$ cat config.mk
export PLATFORM = sky130hd
export DESIGN_NAME = rr_priority_pick
export DESIGN_NICKNAME = d
export VERILOG_FILES = /design/src/rtl/arb_pkg.sv /design/src/rtl/rr_priority_pick.sv
export SDC_FILE = /design/constraint.sdc
export NUM_CORES = 1
export LEC_CHECK = 0
export ABC_AREA = 0
export CAP_MARGIN = 20
export CORE_UTILIZATION = 59
export DETAILED_ROUTE_END_ITERATION = 10
export PLACE_DENSITY = 0.87
export SYNTH_ARGS = -nofsm -noshare
export SYNTH_HDL_FRONTEND = slang
export SYNTH_SLANG_ARGS = --single-unit
export TNS_END_PERCENT = 20
$ cat constraint.sdc
create_clock -name vclk -period 17.2
set_input_delay 3.44 -clock vclk [all_inputs]
set_output_delay 3.44 -clock vclk [all_outputs]
set_load 0.03 [all_outputs]
$ cat src/rtl/arb_pkg.sv
// Shared constants and state type for the 16-requester round-robin arbiter.
// Grant index uses the same 8-bit "none" sentinel as the existing priority encoder.
package arb_pkg;

   localparam int         NUM_REQ      = 16;
   localparam int         IDX_W        = 8;
   localparam int         PTR_W        = 4;
   localparam logic [7:0] IDX_NONE     = 8'hF0;
   localparam int         ARB_MAX_HOLD = 255;

   typedef enum logic {
      ARB_IDLE  = 1'b0,
      ARB_GRANT = 1'b1
   } arb_state_t;

endpackage

$ cat src/rtl/rr_priority_pick.sv
// Combinational round-robin pick: rotate so ptr lands on the top bit, take the
// highest set bit, then map back to the original requester index.
module rr_priority_pick
   import arb_pkg::*;
(
   input  logic [NUM_REQ-1:0] req,
   input  logic [PTR_W-1:0]   ptr,
   input  logic [NUM_REQ-1:0] mask,
   output logic               found,
   output logic [PTR_W-1:0]   win
);

   logic [NUM_REQ-1:0] eff;
   logic [NUM_REQ-1:0] rot;
   logic [PTR_W-1:0]   k;

   assign eff = req & ~mask;

   // rot[15] is requester ptr, rot[14] is ptr-1, ... wrapping modulo 16
   always_comb begin
      rot = '0;
      for (int j = 0; j < NUM_REQ; j++) begin
         rot[j] = eff[PTR_W'(j) + ptr + PTR_W'(1)];
      end
   end

   always_comb begin
      found = 1'b0;
      k     = '0;
      for (int i = 0; i < NUM_REQ; i++) begin
         if (rot[i]) begin
            found = 1'b1;
            k     = PTR_W'(i);
         end
      end
   end

   assign win = k + ptr + PTR_W'(1);

endmodule

---- After elaboration in Yosys (flattened, before gate mapping) ----
Cells that the tools add are included.
storage, ports and cells
  register bits ........................... 0
  bits of input ports ..................... 36
  output and inout port bits .............. 5
  logic and storage cells ................. 113
cells by class
  $add $sub $neg .......................... 32
  order comparisons ....................... 16
  multiplexer cells ....................... 63
  bitwise operators ....................... 2
operator list
  operator                                                                      number
  4-bit by 5-bit less-than comparator with 1-bit output, second input constant  16
  4-bit by 1-bit adder with 4-bit output, second input constant                 16
  1-bit binary-select mux with 4-bit select                                     16
  4-bit 2-to-1 mux                                                              14
  1-bit 2-to-1 mux                                                              33
  4-bit adder, first input constant                                             8
  3-bit by 4-bit adder with 4-bit output, first input constant                  4
  16-bit AND                                                                    1
  16-bit NOT                                                                    1
  2-bit by 4-bit adder with 4-bit output, first input constant                  2
  1-bit by 4-bit adder with 4-bit output, first input constant                  1
  4-bit adder                                                                   1

---- Depth between registers and ports, before layout ----
  depth in word-level cells ............... 21
  gate-level depth with buffers ........... 17
  gate-level depth less buffers ........... 15

---- Worst setup path before layout ----
No wires, ideal clock.
  kind .................................... input -> output
  start point ............................. in ptr[1]
  end point ............................... out win[2]
  arrival time ............................ 7.215 ns
  required time ........................... 13.760 ns
  slack ................................... 6.545 ns
  stages .................................. 12
  path buffers ............................ 2
  cells stage by stage .................... clkbuf_1 inv_1 ha_1 clkbuf_1 mux4_2 mux2_2 o21a_1 a2111oi_2 o31ai_1 ha_1 fa_1 xnor2_1
on the way
  longest elaborated chain between the ends .. 21
  elaborated cells on any way between the ends .. 77
  those cells by class .................... add/sub: 32; mux: 45
RTL lines
  item                                        line                    RTL
  from (decl)                                 rr_priority_pick.sv:7   input logic [PTR_W-1:0] ptr,
  1-bit by 4-bit adder with 4-bit output      rr_priority_pick.sv:23  rot[j] = eff[PTR_W'(j) + ptr + PTR_W'(1)];
  4-bit by 1-bit adder with 4-bit output      rr_priority_pick.sv:23
  1-bit binary-select mux with 4-bit select   rr_priority_pick.sv:23
  1-bit 2-to-1 mux (implied by the code)      rr_priority_pick.sv:23
  1-bit 2-to-1 mux                            rr_priority_pick.sv:31  if (rot[i]) begin
  4-bit 2-to-1 mux (14 in a row)              rr_priority_pick.sv:31
  4-bit adder (*)                             rr_priority_pick.sv:38  assign win = k + ptr + PTR_W'(1);
  4-bit by 1-bit adder with 4-bit output (*)  rr_priority_pick.sv:38
  to (decl)                                   rr_priority_pick.sv:10  output logic [PTR_W-1:0] win
Mark *: on every way between the ends. The rest lies on a longest branch, timed or not. The select of a mux whose other input is x is not followed.

---- Worst setup path in the final report ----
  start point ............................. in ptr[1]
  end point ............................... out win[3]
The elaborated chain is that of the path after synthesis.

==> run_results.csv <==
group,metric,value,unit
logic_synthesis,synth-warning-count,0,
detailed_routing,ant_nets,0,
detailed_routing,via_per_inst,6.77,
layout,final_nets,270,
power,p_leak,0.807,nW
layout,layout_common_cells,"clkdlybuf4s50_1 (41), mux4_2 (26), nand2b_1 (17)",
detailed_routing,routed-via-count,1787,
sta,finalMaxSlewViolations,0,
critical_path,worst-path-buf-inv,5,
critical_path,endpoint_kind,"primary output",
critical_path,criticalPathCategory,"input port to primary output",
detailed_routing,finalWirelength,5.28,mm
logic_synthesis,netlist_area,1890,um2
detailed_routing,dr.pass1.iters,4,
critical_path,worstPathRequired,13760,ps
global_routing,top_usage_layer,"met2",
layout,drive_gt1_share,22.3,%
global_routing,gr-usage-met3,4.40,%
sta,tightest_slew,749,ps
layout,num-fill-cells,232,
critical_path,crit_arrival,8500,ps
clocking,cts_setup_buffers,0,
layout,antenna_cells,0,
floorplanning,dieArea,3440,um2
global_routing,grt_usage,32.0,%
critical_path,critPathMaxFanout,14,
clocking,cts_hold_buf,0,
sta,hold_viol_final,0,
layout,area_delta_synth_final,21.6,%
logic_synthesis,syn-num-nets,236,
critical_path,crit_family,"buffers and inverters",
layout,final_common_cell,"clkdlybuf4s50_1",
logic_synthesis,yosysTopAreaCellShare,30.9,%
floorplanning,rows,20,
placed_design,io_buffers,41,
status,outcome,"completed",
placed_design,dp_slack,5270,ps
logic_synthesis,yosys.area.top_type,"mux4_2",
global_routing,grt_pass1_wl,8.31,mm
floorplanning,pin_count,41,
global_routing,gr-usage-met1,37.0,%
min_path,hold_class,"input port to primary output",
power,ir_worst_vdd,0.0000212,V
layout,seq_cell_count,0,
critical_path,max_stage_delay,950,ps
logic_synthesis,synthCells,188,
sta,finalCritPeriodShare,69.4,%
global_routing,grt_pass1_vias,1826,
power,finalPower,0.000115,W
critical_path,critPathLaunchType,"input port",
job,maxCapViolCount,0,
sta,fin_tns_setup,0,ps
sta,max_clock_freq,83.7,MHz
logic_synthesis,synth.area.top_cells,"mux4_2 (31%), mux2i_1 (8.5%), ha_1 (7.3%), xnor2_1 (6.9%), mux2_2 (6.5%)",
layout,n_clock_buffer,0,
min_path,holdPathEnd,"win[3]",
sta,slew_headroom,49.9,%
global_routing,overflow,0,
min_path,holdPathStages,4,
layout,fin_cells,264,
logic_synthesis,synth_cell_types,42,
detailed_routing,route.detailed.drc,0,
floorplanning,chipHeight,58.6,um
power,power.density_cell_area,49.9,nW/um2
sta,setup_viol,0,
detailed_routing,first_iter_violations,90,
placed_design,hpwl,4.48,mm
logic_synthesis,ys_seq_area_share,0,%
critical_path,cp_cell_sequence,"clkdlybuf4s50_1 > inv_1 > ha_1 > inv_1 > o31ai_1 > xnor2_1 > mux4_2 > o211ai_1 > a2111oi_2 > o31ai_1 > ha_1 > inv_1 > a21o_1 > a21oi_1 > xnor2_1 > xnor2_1 > clkdlybuf4s50_1",
min_path,hold_start,"ptr[3]",
layout,multi_input_area,1790,um2
floorplanning,start_util,62.0,%
logic_synthesis,postSynthAreaPerCell,10.1,um2
global_routing,grt_max_degree,45,
sta,setup_ws,5260,ps
floorplanning,core-area,3050,um2
critical_path,slowest_stage,"clkdlybuf4s50_1",
sta,grt_setup_unrepaired,"no",
floorplanning,die_w,58.6,um
sta,min_period,11940,ps
clocking,cts_resized,0,
placed_design,placedCellCount,264,
placed_design,place.gp.congestion,0.983,
layout,utilization,75.4,%
global_routing,grt_antenna_before_repair,0,
detailed_routing,wire_per_inst,20.0,um
layout,final-seq-area,0,um2
global_routing,met2_usage,58.8,%
through the flow:
| step | hold WS (ps) | cell area (um2) |
|---|---|---|
| after floorplan | 7230 | 1890 |
| after global placement | 8490 | 2300 |
| after detailed placement | 8510 | 2300 |
| after CTS | 8510 | 2300 |
| after global routing | 8560 | 2300 |
| final | 8520 | 2300 |
how the worst max path moves through the flow:
stage	startpoint	endpoint	depth (start not counted)
floorplan	ptr[1]	win[2]	12
global placement	ptr[1]	win[3]	17
detailed placement	ptr[1]	win[3]	17
CTS	ptr[1]	win[3]	17
global route	ptr[1]	win[3]	17
finish	ptr[1]	win[3]	17
tightest hold or removal path: stages:
cell             delay, ps
clkdlybuf4s50_1        800
xnor2_1                200
xnor2_1                 60
clkdlybuf4s50_1        580
cells in the mapped netlist, drive strengths merged:
cell and instances:
mux2 12, nor2 2, o21a 9, a21bo 1, o31ai 2, a31oi 1
o211ai 1, a41oi 4, or3 1, nor3b 1, xnor2 15, nand3b 8
a2111oi 1, nor3 2, buf 6, ha 11, clkbuf 4, inv 9
or2 2, a21boi 1, a21o 1, a21oi 3, mux2i 16, mux4 26
o2111ai 8, nand3 2, xor2 3, o22a 1, nor4 1, o21ai 9
o21bai 1, o21ba 2, nand2 4, nand2b 17, fa 1
cells by family after synthesis:
logic type / after synthesis / synth area share, %
AO/OA/AOI/OAI: 45 / 17.8
XOR/XNOR: 18 / 8.73
adder cells (fa/ha/maj): 12 / 8.33
buffers and inverters: 19 / 5.29
multiplexers: 54 / 46.7
AND/OR/NAND/NOR: 40 / 13.1
routing by layer:
metal	routed length, um	up-vias
li1	-	820
met1	1960	860
met2	2820	89
met3	323	18
met4	177	0
met5	0	-
area by class of cell:
class | count | share of cell area, %
Multi-Input combinational cell | 169 | 77.9
Timing Repair Buffer | 42 | 18.2
Tap cell | 44 | 2.39
Inverter | 9 | 1.58
where the power goes:
part / internal [W] / leakage (nW) / switching [W] / total, W
clock network: 0 / 0 / 0 / 0
logic: 0.0000564 / 0.807 / 0.0000585 / 0.000115
registers: 0 / 0 / 0 / 0
total: 0.0000564 / 0.807 / 0.0000585 / 0.000115
No activity file was read; power rests on OpenSTA's default activity.
